--- config.mk ---
export PLATFORM = sky130hd
export DESIGN_NAME = conv_out_fifo
export DESIGN_NICKNAME = d
export VERILOG_FILES = /design/src/rtl/conv_pkg.sv /design/src/rtl/out_fifo_mem.sv /design/src/rtl/conv_out_fifo.sv
export SDC_FILE = /design/constraint.sdc
export NUM_CORES = 1
export LEC_CHECK = 0
export ABC_AREA = 1
export ABC_CLOCK_PERIOD_IN_PS = 2350
export CORE_ASPECT_RATIO = 0.8
export CORE_MARGIN = 10
export CORE_UTILIZATION = 45
export DETAILED_ROUTE_END_ITERATION = 8
export GPL_TIMING_DRIVEN = 0
export PLACE_DENSITY = 0.77
export REMOVE_ABC_BUFFERS = 1
export SETUP_SLACK_MARGIN = 0.3
export SLEW_MARGIN = 5
export SYNTH_ARGS = -nofsm -noshare
export SYNTH_HDL_FRONTEND = slang
export SYNTH_HIERARCHICAL = 1
export SYNTH_SLANG_ARGS = --single-unit
--- constraint.sdc ---
create_clock -name clk -period 2.35 [get_ports clk]
set_input_delay 0.47 -clock clk [delete_from_list [all_inputs] [get_ports clk]]
set_output_delay 0.47 -clock clk [all_outputs]
set_load 0.02 [all_outputs]
--- src/rtl/conv_pkg.sv ---
// Shared types and sizing for the 1-D conv datapath (conv core, MAC, output FIFO).
package conv_pkg;

    localparam int DATA_W_Y   = 11;
    localparam int FIFO_DEPTH = 4;

    typedef logic signed [DATA_W_Y-1:0] y_t;

endpackage

--- src/rtl/out_fifo_mem.sv ---
// Storage array for the conv output FIFO: one synchronous write port, asynchronous read.
module out_fifo_mem
    import conv_pkg::*;
#(
    parameter int DATA_W = DATA_W_Y,
    parameter int DEPTH  = FIFO_DEPTH,
    parameter int ADDR_W = $clog2(DEPTH)
) (
    input  logic                     clk,
    input  logic                     wr_en,
    input  logic [ADDR_W-1:0]        wr_addr,
    input  logic signed [DATA_W-1:0] wr_data,
    input  logic [ADDR_W-1:0]        rd_addr,
    output logic signed [DATA_W-1:0] rd_data
);

    logic signed [DATA_W-1:0] mem [DEPTH];

    // No reset needed: an entry is only ever read after it has been written.
    always_ff @(posedge clk) begin
        if (wr_en) begin
            mem[wr_addr] <= wr_data;
        end
    end

    assign rd_data = mem[rd_addr];

endmodule

--- src/rtl/conv_out_fifo.sv ---
// First-word-fall-through output buffer with a registered head word for conv y results.
// Define CONV_OUT_RELU_EN to rectify negative samples as they are written.
module conv_out_fifo
    import conv_pkg::*;
#(
    parameter int DATA_W = DATA_W_Y,
    parameter int DEPTH  = FIFO_DEPTH,
    parameter int CNT_W  = $clog2(DEPTH) + 1
) (
    input  logic                     clk,
    input  logic                     reset,
    input  logic signed [DATA_W-1:0] s_data_in_y,
    input  logic                     s_valid_y,
    output logic                     s_ready_y,
    output logic signed [DATA_W-1:0] m_data_out_y,
    output logic                     m_valid_y,
    input  logic                     m_ready_y,
    output logic [CNT_W-1:0]         fill_level
);

    localparam int PTR_W = $clog2(DEPTH);

    logic [PTR_W-1:0]         wr_ptr;
    logic [PTR_W-1:0]         rd_ptr;
    logic [PTR_W-1:0]         rd_next;
    logic [CNT_W-1:0]         count;
    logic                     push;
    logic                     pop;
    logic signed [DATA_W-1:0] wr_word;
    logic signed [DATA_W-1:0] next_word;
    logic signed [DATA_W-1:0] head;

    // Flags come only from the registered count, so m_ready_y never reaches s_ready_y.
    assign s_ready_y    = (count != CNT_W'(DEPTH));
    assign m_valid_y    = (count != '0);
    assign push         = s_valid_y & s_ready_y;
    assign pop          = m_valid_y & m_ready_y;
    assign rd_next      = rd_ptr + 1'b1;
    assign fill_level   = count;
    assign m_data_out_y = head;

    always_comb begin
        wr_word = s_data_in_y;
`ifdef CONV_OUT_RELU_EN
        if (s_data_in_y[DATA_W-1]) begin
            wr_word = '0;
        end
`else
`endif
    end

    out_fifo_mem #(
        .DATA_W (DATA_W),
        .DEPTH  (DEPTH),
        .ADDR_W (PTR_W)
    ) u_mem (
        .clk     (clk),
        .wr_en   (push),
        .wr_addr (wr_ptr),
        .wr_data (wr_word),
        .rd_addr (rd_next),
        .rd_data (next_word)
    );

    // The head register mirrors mem[rd_ptr]; when only one word is stored and it leaves
    // while a new one arrives, the incoming word is not in the array yet, so take it directly.
    always_ff @(posedge clk) begin
        if (reset) begin
            wr_ptr <= '0;
            rd_ptr <= '0;
            count  <= '0;
            head   <= '0;
        end else begin
            if (push) begin
                wr_ptr <= wr_ptr + 1'b1;
            end
            if (pop) begin
                rd_ptr <= rd_next;
            end
            case ({push, pop})
                2'b10:   count <= count + 1'b1;
                2'b01:   count <= count - 1'b1;
                default: count <= count;
            endcase
            if (push && (count == '0)) begin
                head <= wr_word;
            end else if (pop) begin
                if (count > CNT_W'(1)) begin
                    head <= next_word;
                end else if (push) begin
                    head <= wr_word;
                end
            end
        end
    end

endmodule
==> results of run 1 <==
logic make-up (layout without fill, tap and decap cells):
family | count (synthesis) | after routing | share of synthesized area [%]
fa+ha+maj | 5 | 5 | 2.139
simple gates | 174 | 174 | 24.82
compound gates | 13 | 13 | 2.396
buf+inv | 83 | 126 | 12.24
xor+xnor | 3 | 3 | 0.8988
flops | 62 | 62 | 57.51
Yosys cell counts (all sizes together):
master	n
clkbuf	1
dfxtp	18
xor2	3
nand3	26
o21bai	1
edfxtp	44
nand2	110
o21ai	5
nor3	4
inv	70
nand4	11
ha	5
o211ai	1
buf	12
a21oi	6
nor2	23
cells in the final DEF, fill, tap and decap left out, types with 6 or more instances in the layout:
| cell | instances |
|---|---|
| buf_4 | 6 |
| dfxtp_1 | 16 |
| inv_1 | 65 |
| clkdlybuf4s50_1 | 28 |
| nand2_1 | 106 |
| nor2_1 | 23 |
| nand3_1 | 23 |
| edfxtp_1 | 44 |
| a21oi_1 | 6 |
| nand4_1 | 11 |
| clkbuf_8 | 9 |
registers in the layout (all words and copies together) (netlist names):
signal and cells:
u_mem/mem 44, m_data_out_y 11, fill_level 3, rd_ptr 2, wr_ptr 2
layout make-up:
class | instances | area [µm²] | area share, %
Inverter | 70 | 272.8 | 7.644
Multi-Input combinational cell | 195 | 975.9 | 27.35
Timing Repair Buffer | 39 | 374.1 | 10.48
Clock buffer | 14 | 142.6 | 3.997
Sequential cell | 62 | 1684 | 47.20
Tap cell | 84 | 105.1 | 2.945
Timing Repair inverter | 1 | 5.005 | 0.1403
Clock inverter | 2 | 8.758 | 0.2454
per-layer routing:
metal | track usage [%] | vias up | part of all wire, %
met4 | 4.380 | 0 | 1.3
met2 | 22.98 | 82 | 50
met1 | 15.98 | 1032 | 39
met5 | 0 | - | 0
li1 | - | 1135 | -
met3 | 4.476 | 12 | 9.7
repair_timing:
item                                    4_1_cts  5_1_grt
gates resized for setup                      11       12
endpoints found under the setup margin       36       38
gates cloned                                  0        1
hold buffers                                  0        0
pin swaps                                     0        4
setup buffers                                 1        4
per-stage QoR:
step                util, %  instances
floorplan                 -        327
global placement      50.99        441
detailed placement    51.95        445
CTS                   55.11        462
global route          56.25        467
finish                56.25        467
worst min path at each step:
stage,endpoint,slack [ns],depth (start not counted)
5_1_grt,fill_level[0],0.54,1
4_1_cts,fill_level[0],0.50,1
2_1_floorplan,rd_ptr[1],0.45,2
3_5_place_dp,rd_ptr[1],0.48,2
6_report,fill_level[0],0.50,1
3_3_place_gp,rd_ptr[1],0.47,2
power by group through the flow:
stage	clock network (mW)	registers, mW	logic, mW
floorplan	0	1.60	0.968
global placement	0	1.47	1.67
detailed placement	0	1.48	1.74
CTS	0.767	1.47	1.77
global route	0.819	1.50	2.05
finish	0.747	1.48	1.83
==> impl_metrics.yaml, run 1 <==
placed_design:
  hpwl_um: 4303
  gp_congestion: 0.8107
  place_area_um2: 3296
  post-place-ws_ns: -0.1724
  port_buffers: 30
final_layout:
  fillCellCount: 564
  fin_area_um2: 3568
  antenna-diode-count: 0
  drive_gt1_share_pct: 10.70
  syn_to_final_growth_pct: 22.04
  final_nets: 398
global_route:
  grtUsageTotal_pct: 13.64
  antenna_found_initial: 0
  grt_pass1_wl_um: 10840
  grt_overflow: 0
  grt_max_degree: 26
  grt_pass1_vias: 2266
floorplan:
  dieArea_um2: 10140
  die_x_um: 110.1
  rows: 26
  ioPinCount: 31
  fp.coreArea_um2: 6344
  initial_core_util_pct: 46.09
  die_y_um: 92.10
cts:
  cts_max_path_buffers: 2
  cts_max_level: 3
  clkSlewWorstSetupHoldPaths_ns: 0.06
  clock-root-buffer: "clkbuf_8"
  clock_sinks: 62
  clkLatencyLatePin_ns: 0.34
  cts_buffers: 9
  cts_tree: "done"
setup_path:
  reg2reg_depth: 9
  r2r_slack_ns: 0.42
  rr_startpoint: "rd_ptr[0]"
  crit_fanout: 5
  critPathLaunch: "fill_level[1]"
  slowest_stage: "dfxtp_2"
  start_kind: "register"
  r2r-end: "m_data_out_y[4]"
  crit_type: "register to output port"
  cp_top_family: "buffers and inverters"
  max_stage_delay_ns: 0.34
  critPathRequiredTime_ns: 1.88
  cp_cell_sequence: "inv_1, ha_2, nand2_1, clkdlybuf4s15_1"
  arrival_ns: 1.48
  endpoint: "s_ready_y"
  cp.buffers_inverters: 2
  cp_num_cells: 4
  cp-end-kind: "output port"
synth:
  synth-warning-count: 6
  ys_seq_elements: 62
  synth_area_leaders: "edfxtp_1 (45%), nand2_1 (14%), dfxtp_1 (12%)"
  ys_types: 21
  syn_area_um2: 2924
  synth_cells: 340
  avgSynthCellArea_um2: 8.600
  synth_top_cell_by_area: "edfxtp_1"
  synth_top_area_share_pct: 45.19
  synth-seq-area-share_pct: 57.51
timing:
  fmax_ghz: 0.5128
  finClkSkew_ns: 0.007020
  fin_crit_sh_pct: 82.98
  post-route-min-period_ns: 1.950
  maxSlewHeadroom_pct: 64.92
  tns_ns: 0
  rsz0062_at_grt: "false"
  finalHoldViolations: 0
  fin_ws_ns: 0.3999
  hold_ws_ns: 0.5043
  maxSlewViolCount: 0
  tightest_slew_ns: 0.5233
  setup_violations: 0
pwr:
  irDropWorstVdd_mv: 0.6815
  switching_share_pct: 40.92
  power_frac_clock_pct: 18.4
  p_leak_nw: 1.639
  total_power_mw: 4.056
  power_density_nw_per_um2: 1137
  power_frac_comb_pct: 45.1
  seq_power_share_pct: 36.4
  cell_internal_pwr_mw: 2.396
  p_switching_mw: 1.660
worst_hold_path:
  hold_path_class: "register to register"
  hp-start: "fill_level[0]"
route:
  finalWirelength_um: 6690
  dr_total_vias: 2261
  drt_first_pass_iters: 4
  drc: 0
  ant_nets: 0
  avgViaCountPerCell: 4.842
  wl_per_cell_um: 14.33
  drtIter0Drc: 131
status:
  outcome: "finished clean"
run:
  maxCapViolCount: 0
(Power assumes the default switching activity.)
==> run 2: changes to the inputs <==
--- a/config.mk
+++ b/config.mk
@@ -6,13 +6,13 @@
 export NUM_CORES = 1
 export LEC_CHECK = 0
 export ABC_AREA = 1
-export ABC_CLOCK_PERIOD_IN_PS = 2350
+export ABC_CLOCK_PERIOD_IN_PS = 1950
 export CORE_ASPECT_RATIO = 0.8
 export CORE_MARGIN = 10
 export CORE_UTILIZATION = 45
 export DETAILED_ROUTE_END_ITERATION = 8
 export GPL_TIMING_DRIVEN = 0
-export PLACE_DENSITY = 0.77
+export PLACE_DENSITY = 0.75
 export REMOVE_ABC_BUFFERS = 1
 export SETUP_SLACK_MARGIN = 0.3
 export SLEW_MARGIN = 5
==> constraint.sdc (replaced) <==
create_clock -name clk -period 1.95 [get_ports clk]
set_input_delay 0.39 -clock clk [delete_from_list [all_inputs] [get_ports clk]]
set_output_delay 0.39 -clock clk [all_outputs]
set_load 0.02 [all_outputs]
==> impl_metrics.yaml, run 2 (synthesized netlist as in run 1, its figures left out) <==
final_layout:
  largest_reg_flops: 44
  drive_gt1_share_pct: 18.66
  top_register: "u_mem/mem"
  syn_to_final_growth_pct: 32.39
  final_cell_mix: "nand2_1 (104), inv_1 (60), edfxtp_1 (44)"
  antenna-diode-count: 0
  final_core_util_pct: 61.03
  mostFrequentLayoutCell: "nand2_1"
  stdcell_count: 486
  fillCellCount: 508
  final_nets: 417
route:
  wl_met3_um: 799
  drt_first_pass_iters: 5
  drc: 0
  wl_per_cell_um: 15.96
  wl_met1_um: 3023
  finalWirelength_um: 7758
  wl_met2_um: 3767
  drtIter0Drc: 199
  avgViaCountPerCell: 5.132
  top_layer: "met4"
  dr_total_vias: 2494
  ant_nets: 0
placed_design:
  gp_congestion: 0.7411
  post-place-ws_ns: -0.5787
  placed_cells: 445
  hpwl_um: 4180
  port_buffers: 30
floorplan:
  die_x_um: 110.1
  initial_core_util_pct: 46.09
  fp.coreArea_um2: 6344
  ioPinCount: 31
  dieArea_um2: 10140
  rows: 26
  die_y_um: 92.10
cts:
  cts_tree: "done"
  clock-root-buffer: "clkbuf_8"
  clkSlewWorstSetupHoldPaths_ns: 0.07
  clock_sinks: 62
  clkLatencyLatePin_ns: 0.34
  cts_buffers: 9
  cts_max_path_buffers: 2
  ctsHoldBuffers: 0
  cts_max_level: 3
timing:
  fin_ws_ns: 0.2967
  fin_crit_sh_pct: 84.78
  tightest_slew_ns: 0.5894
  maxSlewViolCount: 0
  maxSlewHeadroom_pct: 60.66
  fmax_ghz: 0.6049
  finalHoldViolations: 0
  tns_ns: 0
  rsz0062_at_grt: "true"
  post-route-min-period_ns: 1.653
  finClkSkew_ns: 0.01015
  setup_violations: 0
run:
  maxCapViolCount: 0
setup_path:
  r2r_slack_ns: 0.30
  cp_cell_sequence: "inv_4, ha_4, nand2_4, nand2_4, inv_4, inv_6, nor3_4, buf_6"
  reg2reg_depth: 8
  arrival_ns: 1.70
  max_stage_delay_ns: 0.38
  rr_startpoint: "fill_level[1]"
  slowest_stage: "dfxtp_2"
  r2r-end: "u_mem/mem[0][10]"
  crit_type: "register to register"
  cp-end-kind: "register"
  start_kind: "register"
  crit_fanout: 5
  critPathRequiredTime_ns: 2.00
  critPathLaunch: "fill_level[1]"
pwr:
  irDropWorstVdd_mv: 0.7652
  power_density_nw_per_um2: 1436
  p_leak_nw: 1.837
  total_power_mw: 5.558
global_route:
  grt_pass1_vias: 2309
  grt_pass1_wl_um: 11180
  grt_overflow: 0
  antenna_found_initial: 0
  grtUsageTotal_pct: 14.21
  grt_max_degree: 23
worst_hold_path:
  min_delay_worst_endpoint: "m_data_out_y[8]"
  hp-start: "m_data_out_y[8]"
  hold_path_depth: 4
  hold_path_class: "register to register"
status:
  outcome: "finished clean"
-- run 2: cell count changes in the layout (fill, tap and decap cells not counted), moves of 5 or more --
cell	change
buf_4	+11
buf_6	+6
clkdlybuf4s50_1	-14
dlygate4sd2_1	+14
inv_1	-5
nand2_4	+6
-- run 2: how the worst max path moves through the flow --
stage,to,slack (ns),depth (start not counted)
after floorplan,u_mem/mem[0][0],-0.60,7
after detailed placement,m_data_out_y[8],-0.58,8
after global routing,u_mem/mem[0][3],0.24,8
after global placement,u_mem/mem[3][7],-1.07,5
after CTS,m_data_out_y[8],0.25,8
final,u_mem/mem[0][10],0.30,8
-- run 2: cell type report --
type	instances	area (µm²)	share of cell area [%]
Tap cell	84	105.1	2.715
Timing Repair Buffer	56	516.7	13.35
Clock inverter	3	41.29	1.067
Sequential cell	62	1688	43.60
Clock buffer	13	168.9	4.363
Inverter	70	285.3	7.369
Multi-Input combinational cell	197	1059	27.34
Timing Repair inverter	1	7.507	0.1939
-- run 2: layer usage --
| layer | track usage [%] | vias up |
|---|---|---|
| li1 | - | 1182 |
| met1 | 16.51 | 1153 |
| met2 | 22.88 | 136 |
| met3 | 5.804 | 23 |
| met4 | 5.449 | 0 |
| met5 | 0 | - |
-- run 2: timing repair --
item | 4_1_cts | 5_1_grt
pin swaps | 5 | 8
setup endpoints to repair | 74 | 60
endpoints found under the hold margin | 0 | 0
gates resized for setup | 53 | 21
cloned | 2 | 2
setup buffers | 6 | 15
-- run 2: report_power, final --
part           internal [mW]  leakage, nW  total (mW)  switching, mW
logic                  0.934         1.18        2.61           1.67
registers               1.64        0.554        1.78          0.132
clock network          0.691        0.103        1.17          0.483
total                   3.27         1.84        5.56           2.29
-- run 2: through the flow --
| step | hold WS, ns | instance area, µm² |
|---|---|---|
| after floorplan | 0.4491 | 2829 |
| after global placement | 0.4687 | 3234 |
| after detailed placement | 0.4725 | 3296 |
| after CTS | 0.4927 | 3665 |
| after global routing | 0.5482 | 3871 |
| final | 0.5151 | 3871 |
-- run 2: worst max-delay path: cells and delay by family (launching register included) --
family | cells | cell delay [ns]
adder cells (fa/ha/maj) | 1 | 0.18
AND/OR/NAND/NOR | 3 | 0.43
buffers and inverters | 4 | 0.37
flip-flops | 1 | 0.38
==> run 3: changes to the inputs <==
--- a/config.mk
+++ b/config.mk
@@ -6,7 +6,7 @@
 export NUM_CORES = 1
 export LEC_CHECK = 0
 export ABC_AREA = 1
-export ABC_CLOCK_PERIOD_IN_PS = 1950
+export ABC_CLOCK_PERIOD_IN_PS = 1700
 export CORE_ASPECT_RATIO = 0.8
 export CORE_MARGIN = 10
 export CORE_UTILIZATION = 45
==> constraint.sdc (replaced) <==
create_clock -name clk -period 1.7 [get_ports clk]
set_input_delay 0.34 -clock clk [delete_from_list [all_inputs] [get_ports clk]]
set_output_delay 0.34 -clock clk [all_outputs]
set_load 0.02 [all_outputs]
==> impl_metrics.yaml, run 3 (synthesized netlist as in run 1, its figures left out) <==
status:
  outcome: "complete, but fails checks"
  violations: "setup timing"
pwr:
  power_frac_clock_pct: 19.0
  seq_power_share_pct: 28.6
  total_power_mw: 7.207
  switching_share_pct: 42.79
  p_switching_mw: 3.084
  cell_internal_pwr_mw: 4.123
  p_leak_nw: 1.911
  power_frac_comb_pct: 52.4
  power_density_nw_per_um2: 1729
  irDropWorstVdd_mv: 1.266
timing:
  finClkSkew_ns: 0.008294
  finalHoldViolations: 0
  tightest_slew_ns: 0.3840
  maxSlewHeadroom_pct: 74.32
  tns_ns: -0.2290
  fin_crit_sh_pct: 102.6
  setup_violations: 11
  fmax_ghz: 0.5733
  fin_ws_ns: -0.04416
  maxSlewViolCount: 0
  rsz0062_at_grt: "true"
  post-route-min-period_ns: 1.744
final_layout:
  final_nets: 425
  fin_area_um2: 4168
  stdcell_count: 494
  largest_reg_flops: 44
  final_core_util_pct: 65.70
  mostFrequentLayoutCell: "nand2_1"
  final_cell_mix: "nand2_1 (101), inv_1 (59), edfxtp_1 (44)"
  antenna-diode-count: 0
  drive_gt1_share_pct: 25.37
  top_register: "u_mem/mem"
  syn_to_final_growth_pct: 42.53
setup_path:
  max_stage_delay_ns: 0.70
  start_kind: "input port"
  endpoint: "u_mem/mem[0][10]"
  arrival_ns: 1.80
  critPathLaunch: "s_valid_y"
  rr_startpoint: "fill_level[0]"
  slowest_stage: "clkdlybuf4s50_1"
  r2r_slack_ns: 0
  crit_fanout: 5
  critPathRequiredTime_ns: 1.76
  cp-end-kind: "register"
  crit_type: "input port to register"
  cp_cell_sequence: "clkdlybuf4s50_1, nand2_8, inv_8, inv_8, nor3_4, buf_6"
  reg2reg_depth: 8
  cp_common_cell: "inv_8"
  r2r-end: "u_mem/mem[0][10]"
run:
  maxCapViolCount: 0
global_route:
  grt_pass1_wl_um: 13050
  grt_pass1_vias: 2534
  grt_max_degree: 23
  antenna_found_initial: 0
  grt_overflow: 0
  grtUsageTotal_pct: 16.98
placed_design:
  place_area_um2: 3296
  gp_congestion: 0.7411
  port_buffers: 30
  placed_cells: 445
  hpwl_um: 4180
floorplan:
  initial_core_util_pct: 46.09
  fp.coreArea_um2: 6344
  rows: 26
  ioPinCount: 31
  dieArea_um2: 10140
  die_x_um: 110.1
  die_y_um: 92.10
route:
  ant_nets: 0
  dr_total_vias: 2671
  drc: 0
  drt_first_pass_iters: 5
  avgViaCountPerCell: 5.407
  wl_per_cell_um: 19.10
  drtIter0Drc: 293
  finalWirelength_um: 9436
cts:
  cts_buffers: 9
  cts_max_path_buffers: 2
  clock-root-buffer: "clkbuf_8"
  ctsHoldBuffers: 0
  clkLatencyLatePin_ns: 0.35
  cts_tree: "done"
  cts_max_level: 3
  clock_sinks: 62
  clkSlewWorstSetupHoldPaths_ns: 0.07
worst_hold_path:
  hold_path_class: "register to register"
run 3: stage by stage:
stage	hold WS (ns)	setup slack, ns
CTS	0.5169	0.1155
global placement	0.4687	-1.300
global route	0.5482	-0.03752
detailed placement	0.4725	-0.8287
floorplan	0.4091	-0.8481
finish	0.5146	-0.04416
run 3: worst min-delay path by stage:
stage	startpoint	endpoint	cells after the start
floorplan	reset	rd_ptr[1]	1
global placement	rd_ptr[1]	rd_ptr[1]	2
detailed placement	rd_ptr[1]	rd_ptr[1]	2
CTS	rd_ptr[1]	rd_ptr[1]	2
global route	m_data_out_y[8]	m_data_out_y[8]	4
finish	m_data_out_y[8]	m_data_out_y[8]	4
run 3: cell type report:
| cell class | instances | area, µm² |
|---|---|---|
| Inverter | 70 | 309.0 |
| Timing Repair Buffer | 62 | 613.1 |
| Timing Repair inverter | 2 | 15.01 |
| Clock inverter | 3 | 41.29 |
| Sequential cell | 62 | 1698 |
| Tap cell | 84 | 105.1 |
| Multi-Input combinational cell | 198 | 1217 |
| Fill cell | 451 | 2176 |
| Clock buffer | 13 | 168.9 |
run 3: power groups by stage:
stage | Clock [mW] | Sequential, mW | Combinational [mW]
detailed placement | 0 | 2.04 | 2.40
CTS | 1.36 | 2.04 | 3.19
finish | 1.37 | 2.06 | 3.78
global placement | 0 | 2.03 | 2.34
floorplan | 0 | 2.22 | 1.34
global route | 1.46 | 2.08 | 4.04
run 3: timing repair:
| item | in CTS | in global routing |
|---|---|---|
| setup buffers | 19 | 8 |
| resized for setup | 116 | 28 |
| pin swaps | 17 | 19 |
| gates cloned | 6 | 0 |
| endpoints found under the setup margin | 77 | 66 |
run 3: critical path: cells and delay by family:
kind	cells	cell delay (ns)
buffers and inverters	4	1.03
AND/OR/NAND/NOR	2	0.43
run 3: per-layer routing:
layer	share of wire, %	GRT usage [%]
met5	0	0
met1	35	19.41
met3	12	5.874
met4	3.9	7.372
met2	49	28.06
